File: config.mk
export PLATFORM = sky130hd
export DESIGN_NAME = spi_flash_responder
export DESIGN_NICKNAME = d
export VERILOG_FILES = /design/src/rtl/spi_flash_pkg.sv /design/src/rtl/spi_pin_sync.sv /design/src/rtl/spi_flash_responder.sv
export SDC_FILE = /design/constraint.sdc
export NUM_CORES = 1
export LEC_CHECK = 0
export BUFFER_PORTS_ARGS = -buffer_cell sky130_fd_sc_hd__buf_4
export CAP_MARGIN = 5
export CORE_ASPECT_RATIO = 1.4
export CORE_MARGIN = 4
export CORE_UTILIZATION = 60
export DETAILED_ROUTE_END_ITERATION = 16
export HOLD_SLACK_MARGIN = 0.15
export PLACE_DENSITY = 0.81
export SLEW_MARGIN = 20
export SYNTH_ARGS = -nofsm -noshare
export SYNTH_HDL_FRONTEND = slang
export SYNTH_SLANG_ARGS = --single-unit
export TNS_END_PERCENT = 1
File: constraint.sdc
create_clock -name clk -period 6.9 [get_ports clk]
set_input_delay 0.69 -clock clk [delete_from_list [all_inputs] [get_ports clk]]
set_output_delay 0.69 -clock clk [all_outputs]
set_load 0.03 [all_outputs]
File: src/rtl/spi_flash_pkg.sv
// Shared opcodes, FSM state and data-source encodings for the SPI flash responder.
package spi_flash_pkg;

  localparam logic [7:0] OP_READ      = 8'h03;
  localparam logic [7:0] OP_FAST_READ = 8'h0B;
  localparam logic [7:0] OP_JEDEC     = 8'h9F;
  localparam logic [7:0] OP_STATUS    = 8'h05;
  localparam logic [7:0] OP_PD        = 8'hB9;
  localparam logic [7:0] OP_RPD       = 8'hAB;

  typedef enum logic [2:0] {
    ST_IDLE   = 3'd0,
    ST_CMD    = 3'd1,
    ST_ADDR   = 3'd2,
    ST_DUMMY  = 3'd3,
    ST_DATA   = 3'd4,
    ST_IGNORE = 3'd5
  } state_t;

  typedef enum logic [1:0] {
    SRC_MEM    = 2'd0,
    SRC_ID     = 2'd1,
    SRC_STATUS = 2'd2
  } src_t;

  // JEDEC bytes go out MSB byte first, then 0xFF forever.
  function automatic logic [7:0] id_byte(input logic [23:0] id, input logic [1:0] idx);
    logic [7:0] b;
    case (idx)
      2'd0:    b = id[23:16];
      2'd1:    b = id[15:8];
      2'd2:    b = id[7:0];
      default: b = 8'hFF;
    endcase
    return b;
  endfunction

endpackage

File: src/rtl/spi_pin_sync.sv
// Two-flop synchronizers for cs/sck/mosi plus single-cycle sck edge pulses.
module spi_pin_sync (
  input  logic clk,
  input  logic reset,
  input  logic cs,
  input  logic sck,
  input  logic mosi,
  output logic cs_sync,
  output logic mosi_sync,
  output logic sck_rise,
  output logic sck_fall
);

  logic [2:0] meta;
  logic [2:0] sync;
  logic       sck_prev;

  // cs resets high so the responder starts deselected
  always_ff @(posedge clk or posedge reset) begin
    if (reset) begin
      meta     <= 3'b100;
      sync     <= 3'b100;
      sck_prev <= 1'b0;
    end else begin
      meta     <= {cs, sck, mosi};
      sync     <= meta;
      sck_prev <= sync[1];
    end
  end

  assign cs_sync   = sync[2];
  assign mosi_sync = sync[0];
  assign sck_rise  = sync[1] & ~sck_prev;
  assign sck_fall  = ~sync[1] & sck_prev;

endmodule

File: src/rtl/spi_flash_responder.sv
// SPI mode-0 flash responder: decodes read/fast-read/JEDEC/status/power commands
// and streams read data fetched one byte ahead over a byte-wide memory port.
module spi_flash_responder
  import spi_flash_pkg::*;
#(
  parameter int unsigned ADDR_BITS = 24,
  parameter logic [23:0] JEDEC_ID  = 24'hEF4016
) (
  input  logic                 clk,
  input  logic                 reset,
  input  logic                 spi_cs,
  input  logic                 spi_sck,
  input  logic                 spi_mosi,
  output logic                 spi_miso,
  output logic                 mem_req,
  output logic [ADDR_BITS-1:0] mem_addr,
  input  logic                 mem_ack,
  input  logic [7:0]           mem_rdata,
  output logic                 powered_down,
  output logic                 underrun,
  output logic [7:0]           last_cmd
);

  logic        cs_sync, mosi_sync, sck_rise, sck_fall;
  state_t      state;
  src_t        src;
  logic [4:0]  bit_cnt;
  logic [7:0]  shift_in;
  logic [23:0] addr_shift;
  logic [7:0]  out_shift;
  logic [7:0]  data_buf;
  logic [1:0]  id_idx;
  logic        fast_read, boundary, start_req, have_byte, pd_pending, pu_pending;
  logic [7:0]  opcode;
  logic [23:0] addr_full;
  logic [7:0]  next_byte;

  spi_pin_sync u_sync (
    .clk       (clk),
    .reset     (reset),
    .cs        (spi_cs),
    .sck       (spi_sck),
    .mosi      (spi_mosi),
    .cs_sync   (cs_sync),
    .mosi_sync (mosi_sync),
    .sck_rise  (sck_rise),
    .sck_fall  (sck_fall)
  );

  assign opcode    = {shift_in[6:0], mosi_sync};
  assign addr_full = {addr_shift[22:0], mosi_sync};

  // Byte presented at the next data boundary
  always_comb begin
    next_byte = 8'hFF;
    case (src)
      SRC_MEM:    next_byte = have_byte ? data_buf : 8'hFF;
      SRC_ID:     next_byte = id_byte(JEDEC_ID, id_idx);
      SRC_STATUS: next_byte = 8'h00;
      default:    next_byte = 8'hFF;
    endcase
  end

  // Command FSM, memory prefetch and serial output
  always_ff @(posedge clk or posedge reset) begin
    if (reset) begin
      state        <= ST_IDLE;
      src          <= SRC_MEM;
      bit_cnt      <= 5'd0;
      shift_in     <= 8'h00;
      addr_shift   <= 24'h000000;
      out_shift    <= 8'hFF;
      data_buf     <= 8'h00;
      id_idx       <= 2'd0;
      fast_read    <= 1'b0;
      boundary     <= 1'b0;
      start_req    <= 1'b0;
      have_byte    <= 1'b0;
      pd_pending   <= 1'b0;
      pu_pending   <= 1'b0;
      spi_miso     <= 1'b1;
      mem_req      <= 1'b0;
      mem_addr     <= '0;
      powered_down <= 1'b0;
      underrun     <= 1'b0;
      last_cmd     <= 8'h00;
    end else if (cs_sync) begin
      state      <= ST_IDLE;
      spi_miso   <= 1'b1;
      mem_req    <= 1'b0;
      start_req  <= 1'b0;
      have_byte  <= 1'b0;
      boundary   <= 1'b0;
      pd_pending <= 1'b0;
      pu_pending <= 1'b0;
      if (pd_pending) begin
        powered_down <= 1'b1;
      end else if (pu_pending) begin
        powered_down <= 1'b0;
      end
    end else begin
      if (mem_req && mem_ack) begin
        data_buf  <= mem_rdata;
        have_byte <= 1'b1;
        mem_req   <= 1'b0;
      end
      if (start_req) begin
        mem_req   <= 1'b1;
        start_req <= 1'b0;
      end
      case (state)
        ST_IDLE: begin
          state   <= ST_CMD;
          bit_cnt <= 5'd0;
        end
        ST_CMD: if (sck_rise) begin
          shift_in <= opcode;
          bit_cnt  <= bit_cnt + 5'd1;
          if (bit_cnt == 5'd7) begin
            last_cmd <= opcode;
            bit_cnt  <= 5'd0;
            if (powered_down && opcode != OP_RPD) begin
              state <= ST_IGNORE;
            end else begin
              case (opcode)
                OP_READ:      begin state <= ST_ADDR; fast_read <= 1'b0; end
                OP_FAST_READ: begin state <= ST_ADDR; fast_read <= 1'b1; end
                OP_JEDEC:     begin state <= ST_DATA; src <= SRC_ID; id_idx <= 2'd0; boundary <= 1'b1; end
                OP_STATUS:    begin state <= ST_DATA; src <= SRC_STATUS; boundary <= 1'b1; end
                OP_PD:        begin state <= ST_IGNORE; pd_pending <= 1'b1; end
                OP_RPD:       begin state <= ST_IGNORE; pu_pending <= 1'b1; end
                default:      state <= ST_IGNORE;
              endcase
            end
          end
        end
        ST_ADDR: if (sck_rise) begin
          addr_shift <= addr_full;
          bit_cnt    <= bit_cnt + 5'd1;
          if (bit_cnt == 5'd23) begin
            mem_addr  <= addr_full[ADDR_BITS-1:0];
            start_req <= 1'b1;
            have_byte <= 1'b0;
            src       <= SRC_MEM;
            bit_cnt   <= 5'd0;
            if (fast_read) begin
              state <= ST_DUMMY;
            end else begin
              state    <= ST_DATA;
              boundary <= 1'b1;
            end
          end
        end
        ST_DUMMY: if (sck_rise) begin
          bit_cnt <= bit_cnt + 5'd1;
          if (bit_cnt == 5'd7) begin
            bit_cnt  <= 5'd0;
            state    <= ST_DATA;
            boundary <= 1'b1;
          end
        end
        ST_DATA: begin
          if (sck_rise) begin
            bit_cnt <= (bit_cnt == 5'd7) ? 5'd0 : bit_cnt + 5'd1;
            if (bit_cnt == 5'd7) begin
              boundary <= 1'b1;
            end
          end
          if (sck_fall) begin
            if (boundary) begin
              boundary  <= 1'b0;
              spi_miso  <= next_byte[7];
              out_shift <= {next_byte[6:0], 1'b1};
              if (src == SRC_ID && id_idx != 2'd3) begin
                id_idx <= id_idx + 2'd1;
              end
              // A consumed byte advances the address and launches the next prefetch
              if (src == SRC_MEM) begin
                if (have_byte) begin
                  have_byte <= 1'b0;
                  mem_addr  <= mem_addr + ADDR_BITS'(1);
                  mem_req   <= 1'b1;
                end else begin
                  underrun <= 1'b1;
                end
              end
            end else begin
              spi_miso  <= out_shift[7];
              out_shift <= {out_shift[6:0], 1'b1};
            end
          end
        end
        ST_IGNORE: spi_miso <= 1'b1;
        default:   state <= ST_IDLE;
      endcase
    end
  end

endmodule

==> flow_metrics.py <==
metrics = {
    "status": {
        "status": "finished, final reports clean",
    },
    "pwr": {
        "clkPwrFrac_pct": 32.5,
        "p_leak_nw": 2.68,
        "p_sw_mw": 0.520,
        "p_total_mw": 1.66,
        "swShare_pct": 31.3,
        "seqPwrFrac_pct": 45.5,
        "ir_drop_uv": 175,
        "power_frac_comb_pct": 21.9,
        "p_int_mw": 1.14,
        "power_density_nw_per_um2": 277,
    },
    "synthesis": {
        "syn-cell-area_um2": 5280,
        "synth_nets": 537,
        "yosys_register_bits": 106,
        "ys.flop_type": "dfrtp_1",
        "synthArstFlopShare_pct": 100,
        "synth_edf_count": 0,
        "synthCells": 517,
        "syn_avg_cell_area_um2": 10.2,
        "synth_cell_type_count": 58,
        "ys_seq_area_share_pct": 50.5,
        "synth_warnings": 0,
    },
    "global_routing": {
        "grt_util_all_layers_pct": 23.0,
        "busiest_layer": "met2",
        "grt_pass1_vias": 4037,
        "use_met3_pct": 2.98,
        "grt_pass1_wl_um": 19100,
        "antenna_found_initial": 0,
        "grt_max_degree": 59,
        "met1_usage_pct": 29.2,
        "grt_overflow": 0,
        "met2_usage_pct": 38.5,
    },
    "cts": {
        "insertion_delay_ns": 0.34,
        "numCtsBuffers": 9,
        "post_cts_buffers": 0,
        "cts.path.max_buffers": 2,
        "clk_pin_slew_ns": 0.07,
        "cts_tree": "yes",
        "cts.htree.levels": 3,
        "cts_resized": 0,
        "clkSinkCount": 106,
        "postCtsHoldBufs": 0,
        "root_buffer": "clkbuf_16",
    },
    "critical_path": {
        "cp-start-kind": "register",
        "critPathArrivalTime_ns": 3.22,
        "crit_slowest_cell": "dfrtp_1",
        "slowest_delay_ns": 0.68,
        "cp.depth": 6,
        "cp-end-kind": "register",
        "cp_data_required_time_ns": 7.13,
        "cp_num_buf_inv": 1,
        "path_cells": "nor3b_2 > buf_4 > nand4_1 > a21oi_4 > o21ai_0 > a22o_1",
        "path_class": "reg2reg",
        "reg2reg_depth": 6,
        "crit_fanout": 46,
        "path_delay_family": "compound AO/OA/AOI/OAI gates",
    },
    "run": {
        "max-cap-violations": 0,
    },
    "timing": {
        "post-route-period-util_pct": 43.3,
        "slew_viol_final": 0,
        "max_freq_ghz": 0.334,
        "final-setup-viol-count": 0,
        "final_hold_viol_count": 0,
        "rsz0062_at_grt": "false",
        "tightest_slew_ns": 1.00,
        "clock_skew_ns": 0.00747,
        "maxSlewHeadroom_pct": 32.4,
        "setup_tns_ns": 0,
        "period_minus_slack_ns": 2.99,
    },
    "die": {
        "core-area_um2": 8610,
        "io_pins": 50,
        "fp-row-count": 40,
        "die-area_um2": 10400,
        "die_h_um": 119,
        "start_util_pct": 61.3,
        "die-width_um": 87.3,
    },
    "place": {
        "io_buffers": 49,
        "dp_hpwl_um": 7840,
        "gp_congestion": 0.864,
    },
    "finish": {
        "antenna_cells": 0,
        "drive_gt1_share_pct": 24.5,
        "layout.nets": 571,
        "layout_common_cells": "dfrtp_1 (96), buf_4 (52), o21ai_0 (50)",
        "syn_to_final_growth_pct": 13.7,
        "final_common_cell": "dfrtp_1",
    },
    "route": {
        "ant_nets": 0,
        "drt-total-wl_um": 11500,
        "drc_errors": 0,
        "first_iter_violations": 359,
        "via_count": 4179,
        "drt-wirelength-per-cell_um": 17.4,
        "viasPerCell": 6.32,
        "first_pass_iters": 5,
    },
    "min_path": {
        "hp-class": "reg2reg",
        "hold_path_depth": 0,
    },
}
==> sequential cells by signal (all words and copies together), names as in the netlist, 2 cells and up <==
signal / cells
addr_shift: 23
bit_cnt: 5
data_buf: 8
id_idx: 2
last_cmd: 8
mem_addr: 24
out_shift: 7
shift_in: 7
src: 2
state: 3
u_sync.meta: 3
u_sync.sync: 3
==> power by group through the flow <==
stage / clock [mW] / combinational (mW) / sequential [mW]
3_3_place_gp: 0 / 0.345 / 0.760
6_report: 0.541 / 0.365 / 0.758
3_5_place_dp: 0 / 0.355 / 0.766
4_1_cts: 0.551 / 0.361 / 0.755
5_1_grt: 0.572 / 0.410 / 0.769
2_1_floorplan: 0 / 0.323 / 0.723
==> logic make-up (layout without fill, tap and decap cells) <==
group	count (synthesis)	count (layout)	synth area share (%)
XOR/XNOR	4	4	0.664
AO/OA/AOI/OAI	142	142	16.2
adder cells (fa/ha/maj)	7	7	1.61
buffers and inverters	43	82	3.53
AND/OR/NAND/NOR	165	165	16.3
multiplexers	50	50	11.2
flip-flops	106	106	50.5
==> per-stage QoR <==
| step | utilization (%) | hold slack (ns) | std cells | worst slack (ns) | instance area (um2) |
|---|---|---|---|---|---|
| global route | 69.7 | 0.363 | 661 | 3.70 | 6000 |
| detailed placement | 65.9 | 0.336 | 645 | 3.71 | 5680 |
| finish | 69.7 | 0.348 | 661 | 3.91 | 6000 |
| CTS | 69.6 | 0.349 | 661 | 3.70 | 5990 |
| global placement | 65.9 | 0.332 | 645 | 3.94 | 5680 |
| floorplan | - | 0.331 | 517 | 3.44 | 5280 |
==> layer usage <==
metal  part of all wire, %  routed length (um)
met4                   3.0                 349
met5                     0                   0
met2                    53                6100
met1                    40                4590
met3                   4.0                 458
==> synthesized netlist by cell type, types with 3 or more instances <==
cell	n	area [um2]
a21oi_1	40	200
a31oi_1	9	56.3
nand3b_1	6	45.0
nand4b_1	3	26.3
buf_6	3	33.8
nor3_1	7	35.0
nor2_1	40	150
a2bb2oi_1	5	43.8
nand2b_1	8	50.1
mux2_4	8	120
o21ai_0	50	250
mux2_2	40	450
nand2_1	40	150
dfrtp_1	96	2400
o22ai_1	10	62.6
or3_1	5	31.3
ha_1	6	75.1
o22a_1	3	26.3
and4_1	4	35.0
nand3_1	20	100
a22o_1	3	26.3
clkbuf_1	24	90.1
nor4_1	4	25.0
dfstp_2	10	263
or4_1	3	22.5
nor3b_1	5	37.5
nand4_1	7	43.8
inv_1	14	52.6
o31ai_1	3	22.5
==> layout make-up <==
| type | instances | area, um2 |
|---|---|---|
| repair buffers | 52 | 390 |
| flip-flops and latches | 106 | 2670 |
| fillers | 643 | 2610 |
| clock inverters | 6 | 88.8 |
| clock buffers | 10 | 229 |
| inverters | 14 | 55.1 |
| well taps | 105 | 131 |
| multi-input cells | 368 | 2440 |
==> path summary, 6_finish.rpt <==
path	slack (ns)	end	start
worst max-delay path	3.91	mem_addr[7]	state[2]
worst min-delay path	0.35	u_sync.sync[0]	u_sync.meta[0]
worst max register to register	3.91	mem_addr[7]	state[2]
worst min register to register	0.35	u_sync.sync[0]	u_sync.meta[0]
max in group asynchronous	5.36	u_sync.meta[0]	reset
min in group asynchronous	0.42	state[2]	reset
(Power assumes the default switching activity.)
